**src/rtl/inst_fetch.sv**
```systemverilog
// Instruction fetch unit: single-outstanding imem requests feeding a 2-entry
// in-order queue (head + skid) that presents PC/instruction to decode.
module inst_fetch #(
    parameter logic [31:0] RESET_PC = 32'h0000_0000
) (
    input  logic        i_clk,
    input  logic        i_rst_n,
    input  logic        i_stall,
    input  logic        i_takeBranch,
    input  logic [31:0] i_jpc,
    output logic        o_imemReq,
    output logic [31:0] o_imemAddr,
    input  logic        i_imemAck,
    input  logic [31:0] i_imemData,
    output logic [31:0] o_pc,
    output logic [31:0] o_inst,
    output logic        o_valid
);

    typedef enum logic {
        FETCH,
        DRAIN
    } state_t;

    state_t      state;
    state_t      state_next;
    logic [31:0] fetch_pc;
    logic [31:0] fetch_pc_next;
    logic [31:0] stale_addr;
    logic [1:0]  count;
    logic [1:0]  count_next;
    logic        req;
    logic        req_next;
    logic [31:0] head_pc;
    logic [31:0] head_inst;
    logic [31:0] skid_pc;
    logic [31:0] skid_inst;
    logic        redirect;
    logic        pop;
    logic        push;

    assign o_valid    = (count != 2'd0);
    assign o_pc       = o_valid ? head_pc : 32'h0000_0000;
    assign o_inst     = o_valid ? head_inst : 32'h0000_0000;
    assign o_imemReq  = req;
    assign o_imemAddr = (state == DRAIN) ? stale_addr : fetch_pc;

    assign pop      = o_valid && !i_stall;
    assign redirect = i_takeBranch && pop;

    always_ff @(posedge i_clk) begin
        if (!i_rst_n) begin
            state      <= FETCH;
            fetch_pc   <= RESET_PC;
            stale_addr <= RESET_PC;
            count      <= 2'd0;
            req        <= 1'b0;
        end else begin
            state    <= state_next;
            fetch_pc <= fetch_pc_next;
            count    <= count_next;
            req      <= req_next;
            if (state == FETCH && state_next == DRAIN) begin
                stale_addr <= fetch_pc;
            end
        end
    end

    // A redirect that catches a request in flight must let it finish before
    // a new address can be issued, so the response is drained and dropped.
    always_comb begin
        state_next    = state;
        fetch_pc_next = fetch_pc;
        count_next    = count;
        push          = 1'b0;

        case (state)
            FETCH: begin
                if (redirect) begin
                    fetch_pc_next = i_jpc;
                    if (req && !i_imemAck) begin
                        state_next = DRAIN;
                    end
                end else if (req && i_imemAck) begin
                    push          = 1'b1;
                    fetch_pc_next = fetch_pc + 32'd4;
                end
            end
            DRAIN: begin
                if (redirect) begin
                    fetch_pc_next = i_jpc;
                end
                if (req && i_imemAck) begin
                    state_next = FETCH;
                end
            end
            default: state_next = FETCH;
        endcase

        if (redirect) begin
            count_next = 2'd0;
        end else if (push && !pop) begin
            count_next = count + 2'd1;
        end else if (pop && !push) begin
            count_next = count - 2'd1;
        end

        req_next = (state_next == DRAIN) || (count_next < 2'd2);
    end

    // Head always holds the oldest entry; the skid slot only fills while the
    // head is stalled, which also throttles the request to keep count <= 2.
    always_ff @(posedge i_clk) begin
        if (!i_rst_n) begin
            head_pc   <= 32'h0000_0000;
            head_inst <= 32'h0000_0000;
            skid_pc   <= 32'h0000_0000;
            skid_inst <= 32'h0000_0000;
        end else if (!redirect) begin
            if (pop) begin
                if (count == 2'd2) begin
                    head_pc   <= skid_pc;
                    head_inst <= skid_inst;
                    if (push) begin
                        skid_pc   <= fetch_pc;
                        skid_inst <= i_imemData;
                    end
                end else if (push) begin
                    head_pc   <= fetch_pc;
                    head_inst <= i_imemData;
                end
            end else if (push) begin
                if (count == 2'd0) begin
                    head_pc   <= fetch_pc;
                    head_inst <= i_imemData;
                end else begin
                    skid_pc   <= fetch_pc;
                    skid_inst <= i_imemData;
                end
            end
        end
    end

endmodule

```
**config.mk**
```make
export PLATFORM = sky130hd
export DESIGN_NAME = inst_fetch
export DESIGN_NICKNAME = d
export VERILOG_FILES = /design/src/rtl/inst_fetch.sv
export SDC_FILE = /design/constraint.sdc
export NUM_CORES = 1
export LEC_CHECK = 0
export CAP_MARGIN = 25
export CELL_PAD_IN_SITES_DETAIL_PLACEMENT = 0
export CELL_PAD_IN_SITES_GLOBAL_PLACEMENT = 1
export CORE_AREA = 4 4 182 140
export CTS_BUF_LIST = sky130_fd_sc_hd__clkbuf_4
export CTS_CLUSTER_DIAMETER = 150
export DETAILED_ROUTE_END_ITERATION = 10
export DIE_AREA = 0 0 186 144
export PLACE_DENSITY = 0.83
export SLEW_MARGIN = 10
export SYNTH_ARGS = -nofsm -noshare
export SYNTH_HDL_FRONTEND = slang
export SYNTH_SLANG_ARGS = --single-unit
```
**constraint.sdc**
```tcl
create_clock -name i_clk -period 3.8 [get_ports i_clk]
set_input_delay 0.76 -clock i_clk [delete_from_list [all_inputs] [get_ports i_clk]]
set_output_delay 0.76 -clock i_clk [all_outputs]
set_load 0.03 [all_outputs]
```
; ---- Word level (Yosys, flattened, before mapping)
; Index checks and enable logic that the tools add are counted.
[classes]
add_sub_neg = 3
magnitude_cmp = 1
n_eq_ne = 6
mux = 35
n_bitwise = 2
n_reduce_logical = 20
[ops]
columns = operator, n
row1 = 32-bit two-way mux, 24
row2 = 32-bit one-hot mux with 2 select lines, 1
row3 = 32-bit by 3-bit adder with 32-bit output (second input constant), 1
row4 = 2-bit nonzero test, 4
row5 = 1-bit logical AND, 7
row6 = 1-bit two-way mux, 6
row7 = 2-bit two-way mux, 3
row8 = 5-bit AND reduction, 1
row9 = 1-bit zero test, 4
row10 = 2-bit by 1-bit != test with 1-bit output (second input constant), 2
row11 = 2-bit != test (second input constant), 2
row12 = 4-bit AND reduction, 1
row13 = 3-bit by 2-bit != test with 1-bit output (second input constant), 1
row14 = 2-bit by 1-bit adder with 2-bit output (second input constant), 1
row15 = 2-bit == test (second input constant), 1
row16 = 2-bit zero test, 1
row17 = 2-bit less-than comparator (second input constant), 1
row18 = 1-bit inverter, 2
row19 = 1-bit one-hot mux with 2 select lines, 1
row20 = 2-bit AND reduction, 1
row21 = 2-bit by 1-bit subtractor with 2-bit output (second input constant), 1
row22 = 1-bit logical OR, 1
[word_totals]
register_bits = 196
inputBits = 69
output_inout_bits = 98
word_cells = 76

; ---- Longest topological paths before layout
; Gate-level depths: netlist of the first run.
[logic_depth]
ltp_word = 12
mapped_depth = 12
ltp_nobuf = 11

; ---- Worst setup path before layout of the first run
; Ideal clock, no wire load.
[synth_timing]
path_kind = input to register
startpoint = in i_imemAck
endpoint = reg skid_inst[10]
setup_ns = 0.132
t_arrival_ns = 2.471
required_ns = 3.668
setup_slack_ns = 1.197
cell_stages = 10
path_buffers = 3
path_cell_list = nand3b_1 clkbuf_1 nor2_1 inv_1 ha_1 or4_1 buf_2 buf_2 nand2_1 a21oi_1
[synth_via]
elab_chain_len = 6
elab_cells_between_ends = 7
classes_between = 1 x eq/ne / 3 x mux / 3 x reduce/logical
[synth_lines]
columns = element, line
row1 = start: declaration, 13  ; input logic i_imemAck,
row2 = 1-bit logical AND (*), 84  ; end else if (req && i_imemAck) begin
row3 = 1-bit two-way mux (*), 84
row4 = 1-bit two-way mux (*), 79  ; if (redirect) begin
row5 = 1-bit two-way mux (*), 77  ; case (state)
row6 = 2-bit != test (no line) / 2-bit nonzero test (equally long branches), n/a
row7 = 5-bit AND reduction (no line) (*), n/a
row8 = end signal: assignment, 126  ; skid_inst <= i_imemData;
row9 = end signal: assignment, 138  ; skid_inst <= i_imemData;
row10 = end: declaration, 37  ; logic [31:0] skid_inst;
; Mark *: on every way between the ends. The rest lies on a longest branch, timed or not.
; A chain may end at the register's enable or synchronous reset.

; ---- Final worst setup path of the first run
[layout_timing]
startpoint = reg count[0]
endpoint = out o_pc[11]
[layout_via]
elab_chain_len = 2
[layout_lines]
columns = element, line
row1 = start: declaration, 30  ; logic [1:0] count;
row2 = start signal: assignment, 61  ; count <= count_next;
row3 = 2-bit nonzero test, 42  ; assign o_valid = (count != 2'd0);
row4 = 32-bit two-way mux, 43  ; assign o_pc = o_valid ? head_pc : 32'h0000_0000;
row5 = end: declaration, 15  ; output logic [31:0] o_pc,
; Every way passes these cells.

==> results.json, run 1 <==
{
  "outcome": "finished clean",
  "hold_buffers": 0,
  "seq_area_frac_synth": 0.432,
  "finClkSkew_ps": 23.9,
  "cts_made_buffers": 17,
  "cts_setup_buffers": 0,
  "grt_pass1_wl_um": 39500,
  "grt_pass1_vias": 7162,
  "fin_area_um2": 11200,
  "grtUsageTotal": 0.185,
  "synthMuxAreaShare": 0.107,
  "hold_viol": 0,
  "firstDrtPassIters": 5,
  "synthesis.nets": 1176,
  "synth.avg_cell_area_um2": 8.25,
  "crit_path_start_kind": "flop",
  "power.ir.vdd_worst_mv": 0.179,
  "maxCapViolCount": 0,
  "dp_hpwl_um": 16400,
  "synth-simple-area-share": 0.219,
  "areaGrowthSynthToFinish_pct": 22.9,
  "cts-root-buf": "clkbuf_4",
  "worst_slew_pin_slew_ps": 947,
  "synth_top_family_by_area": "simple AND/OR/NAND/NOR gates",
  "ioPinCount": 167,
  "synth_area_um2": 9080,
  "port_buffers": 166,
  "start_util": 0.384,
  "clock_latency_ps": 600,
  "synth_adder_area_share": 0.00827,
  "drc": 0,
  "vias_per_cell": 5.17,
  "critPathCaptureType": "primary output",
  "die_w_um": 186,
  "rows": 49,
  "synth_compound_area_frac": 0.156,
  "synthCells": 1101,
  "wl_per_cell_um": 16.4,
  "fin_crit_sh": 0.929,
  "p_per_area_nw_per_um2": 375,
  "synth_warnings": 0,
  "vias": 7864,
  "cts.path.max_buffers": 2,
  "nNetsFinal": 1276,
  "clock_sink_count": 196,
  "die_h_um": 144,
  "synth_ff_type": "dfxtp_1",
  "finalSetupViolations": 0,
  "synth-edff-count": 0,
  "drive_above_1_share": 0.0774,
  "relSlewSlack": 0.369,
  "path_clk_slew_ps": 160,
  "rsz0062_at_grt": "false",
  "hold_class": "reg -> reg",
  "crit_arrival_ps": 2770,
  "drtIter0Drc": 545,
  "placed_cell_area_um2": 10800,
  "period_needed_ps": 3530,
  "synth_seq_cells": 196,
  "synth_cell_types": 51,
  "worstSetupPathType": "reg -> out",
  "finalWirelength_um": 24900,
  "fmax_ghz": 0.283,
  "ant_nets": 0,
  "coreArea_um2": 23700,
  "grt_remaining_overflow": 0,
  "cp.required_ps": 3040,
  "antenna_found_initial": 1,
  "h-tree-depth": 4,
  "crit_fanout": 33,
  "drv_slew": 0,
  "async_flop_share": 0,
  "synth_xor_area_frac": 0.0183,
  "power_leakage_uw": 0.00349,
  "place_congestion": 0.795,
  "cts_tree": "done",
  "grt_max_degree": 178,
  "cts_resized": 0,
  "tns_ps": 0,
  "die-area_um2": 26800
}
per-layer routing:
metal  share of wire  up-vias  global-route usage
met1            0.49     3662               0.279
li1                -     3955                   -
met4           0.012        0              0.0445
met5               0        -                   0
met2            0.44      230               0.276
met3           0.055       17              0.0292
where the power goes:
group | total [µW] | internal (µW) | switching (µW)
clock network | 1230 | 426 | 804
registers | 2250 | 2160 | 90.7
logic | 704 | 304 | 400
total | 4190 | 2890 | 1290
path summary, 6_finish.rpt:
path         cells past startpoint            end  slack [ps]     startpoint
max reg2reg                     10  skid_inst[12]         830       count[0]
min reg2reg                      2  skid_inst[25]         460  skid_inst[25]
max                              5       o_pc[11]         270       count[0]
min                              2  skid_inst[25]         460  skid_inst[25]
worst max-delay path, cell delays in order, from the launching register on:
cell and delay (ps):
dfxtp_1 350, inv_1 80, ha_2 610, buf_4 430, nor2b_1 100, clkdlybuf4s50_1 610
cell type report:
class	instances	area [µm²]
Clock buffer	17	128
Antenna cell	1	2.50
Clock inverter	15	189
Multi-Input combinational cell	791	4630
Tap cell	306	383
Timing Repair Buffer	186	1860
Inverter	9	38.8
Fill cell	2354	12500
Sequential cell	196	3930
metrics by stage:
stage          std cells  setup WS (ps)  hold WS, ps   util  total power [µW]
2_1_floorplan       1101           1200          433      -              2720
3_3_place_gp        1487            616          438  0.457              3000
3_5_place_dp        1487            564          443  0.457              3000
4_1_cts             1519            139          465  0.471              4230
5_1_grt             1521           28.1          482  0.472              4400
6_report            1521            269          464  0.472              4190
cells in the mapped netlist (5+ instances only):
cell type | n | share of area
xnor2_1 | 10 | 0.0096
nand3_1 | 16 | 0.0088
nor3_1 | 10 | 0.0055
xor2_1 | 9 | 0.0087
dfxtp_1 | 196 | 0.43
a22oi_1 | 5 | 0.0041
o21ai_0 | 21 | 0.012
ha_1 | 6 | 0.0083
buf_6 | 7 | 0.0087
nand2_1 | 216 | 0.089
inv_1 | 8 | 0.0033
a21oi_1 | 125 | 0.069
buf_2 | 35 | 0.019
nor2b_1 | 64 | 0.044
mux2i_1 | 64 | 0.071
clkbuf_1 | 55 | 0.023
buf_4 | 5 | 0.0041
mux2_2 | 28 | 0.035
a211oi_1 | 71 | 0.059
nand4_1 | 9 | 0.0062
nor2_1 | 93 | 0.038
cell usage in the layout, fill, tap and decap left out, types with 4 or more instances in the layout:
master	instances
nor3_1	10
buf_4	16
inv_6	4
buf_12	4
mux2i_1	64
and4_1	4
clkbuf_4	17
inv_1	8
nand3_1	16
ha_1	5
nor2b_1	64
clkdlybuf4s50_1	166
and3_1	4
o21ai_0	21
xor2_1	9
inv_8	5
a211oi_1	71
a21oi_1	124
dfxtp_1	195
a22oi_1	5
mux2_2	28
nor2_1	93
nand4_1	9
nor4_1	4
nand2_1	216
xnor2_1	10
logic make-up (layout without fill, tap and decap cells):
group	count (synthesis)	after routing
AOI/OAI and AO/OA	236	236
xor gates and xnor gates	19	19
adders and majority gates	6	6
buffers and inverters	114	227
DFF	196	196
muxes	93	93
other	0	1
and+or+nand+nor	437	437
registers in the layout (all words and copies together) (netlist names):
| signal | flops |
|---|---|
| skid_pc | 32 |
| state | 1 |
| head_pc | 32 |
| count | 2 |
| head_inst | 32 |
| o_imemReq | 1 |
| skid_inst | 32 |
| fetch_pc | 32 |
| stale_addr | 32 |
Note: power is estimated with default switching activity, not from simulation.
==> inputs of run 2 (changes only) <==
--- a/config.mk
+++ b/config.mk
@@ -8,11 +8,11 @@
 export CAP_MARGIN = 25
 export CELL_PAD_IN_SITES_DETAIL_PLACEMENT = 0
 export CELL_PAD_IN_SITES_GLOBAL_PLACEMENT = 1
-export CORE_AREA = 4 4 182 140
+export CORE_AREA = 4 4 188 135
 export CTS_BUF_LIST = sky130_fd_sc_hd__clkbuf_4
 export CTS_CLUSTER_DIAMETER = 150
 export DETAILED_ROUTE_END_ITERATION = 10
-export DIE_AREA = 0 0 186 144
+export DIE_AREA = 0 0 192 139
 export PLACE_DENSITY = 0.83
 export SLEW_MARGIN = 10
 export SYNTH_ARGS = -nofsm -noshare
==> results.json, run 2 (same netlist as run 1, synthesis figures left out) <==
{
  "crit_path_start_kind": "flop",
  "post-route-util": 0.476,
  "antenna_found_initial": 0,
  "h-tree-depth": 4,
  "nNetsFinal": 1278,
  "p_per_area_nw_per_um2": 365,
  "ant_nets": 0,
  "cts.path.max_buffers": 2,
  "grt_remaining_overflow": 0,
  "fin_area_um2": 11200,
  "vias_per_cell": 5.12,
  "seqPwrFrac": 0.552,
  "place_congestion": 0.795,
  "drc": 0,
  "holdWs_ps": 463,
  "cts_setup_buffers": 0,
  "die_h_um": 139,
  "path_clk_slew_ps": 170,
  "ioPinCount": 167,
  "finalWirelength_um": 25600,
  "period_needed_ps": 3400,
  "p_total_uw": 4080,
  "fmax_ghz": 0.294,
  "areaGrowthSynthToFinish_pct": 23.1,
  "antenna_cells": 0,
  "clock_latency_ps": 600,
  "crit_fanout": 24,
  "grtUsageTotal": 0.188,
  "grt_max_degree": 178,
  "rsz0062_at_grt": "false",
  "die-area_um2": 26700,
  "pwr-share-comb": 0.176,
  "start_util": 0.387,
  "placed_cell_area_um2": 10900,
  "drtIter0Drc": 616,
  "fin_crit_sh": 0.895,
  "cts_resized": 0,
  "cp.required_ps": 3040,
  "power.ir.vdd_worst_mv": 0.203,
  "clockPowerShare": 0.272,
  "grt_pass1_vias": 7253,
  "tns_ps": 0,
  "maxCapViolCount": 0,
  "multi_input_area_um2": 4630,
  "drive_above_1_share": 0.0781,
  "hold_buffers": 0,
  "grt_pass1_wl_um": 40400,
  "outcome": "finished clean",
  "cts_tree": "done",
  "mostFrequentLayoutCells": "nand2_1 (216), dfxtp_1 (195), clkdlybuf4s50_1 (166)",
  "finalSetupViolations": 0,
  "relSlewSlack": 0.350,
  "p_sw_frac": 0.322,
  "cts-root-buf": "clkbuf_4",
  "critPathCaptureType": "primary output",
  "p_int_uw": 2770,
  "hold_viol": 0,
  "regArea_um2": 3930,
  "finClkSkew_ps": 21.1,
  "cpMaxStageDelayCell": "dfxtp_2",
  "hold_class": "reg -> reg",
  "port_buffers": 166,
  "die_w_um": 192,
  "worstPathCellList": "buf_16, mux2_2, clkdlybuf4s50_1",
  "switchingPower_uw": 1310,
  "coreArea_um2": 23500,
  "drv_slew": 0,
  "vias": 7851,
  "clock_sink_count": 196,
  "firstDrtPassIters": 5,
  "slowest_delay_ps": 770,
  "dp_hpwl_um": 16600,
  "rows": 47,
  "power_leakage_uw": 0.00348,
  "crit_arrival_ps": 2640,
  "wl_per_cell_um": 16.7,
  "cts_made_buffers": 17,
  "worstSetupPathType": "reg -> out",
  "fillers": 2251,
  "layout_commonest_cell": "nand2_1",
  "worst_slew_pin_slew_ps": 974
}
run 2: cell types whose count changed in the layout (fill, tap and decap cells not counted), sizes merged:
cell / previous run / this run
buf: 20 / 22
diode: 1 / 0
clkinv: 4 / 6
clkinvlp: 1 / 2
bufinv: 2 / 0
inv: 17 / 16
run 2: per-layer routing:
layer	vias up	wire, µm	GRT usage
met1	3668	13000	0.291
met5	-	0	0
met2	209	10800	0.268
met3	12	1550	0.0405
met4	0	197	0.0383
li1	3962	-	-
run 2: stage by stage:
stage	cells	worst slack, ps
detailed placement	1501	459
global route	1534	288
CTS	1533	217
floorplan	1101	1200
global placement	1501	478
finish	1534	397
run 2: path summary, 6_finish.rpt:
kind	from	to	slack [ps]	cells past startpoint
worst max-delay path	state	o_imemAddr[21]	400	3
worst min-delay path	skid_pc[16]	skid_pc[16]	460	2
worst max register to register	count[0]	skid_pc[31]	1010	10
worst min register to register	skid_pc[16]	skid_pc[16]	460	2
run 2: layout make-up:
class	count	area share
timing repair buffer	188	0.171
inverter	9	0.00347
multi-input combinational	791	0.414
sequential	196	0.351
clock buffer	17	0.0114
tap	318	0.0356
clock inverter	15	0.0130
run 2: critical path, delay by kind of cell (launching register included):
family,cells,cell delay (ps)
DFF,1,770
buffers and inverters,2,860
muxes,1,390
run 2: power groups by stage:
stage	Clock [µW]	Sequential, µW	Combinational [µW]
after floorplan	0	2250	479
after global placement	0	2290	716
after detailed placement	0	2300	720
after CTS	1140	2250	723
after global routing	1220	2270	790
final	1110	2250	718
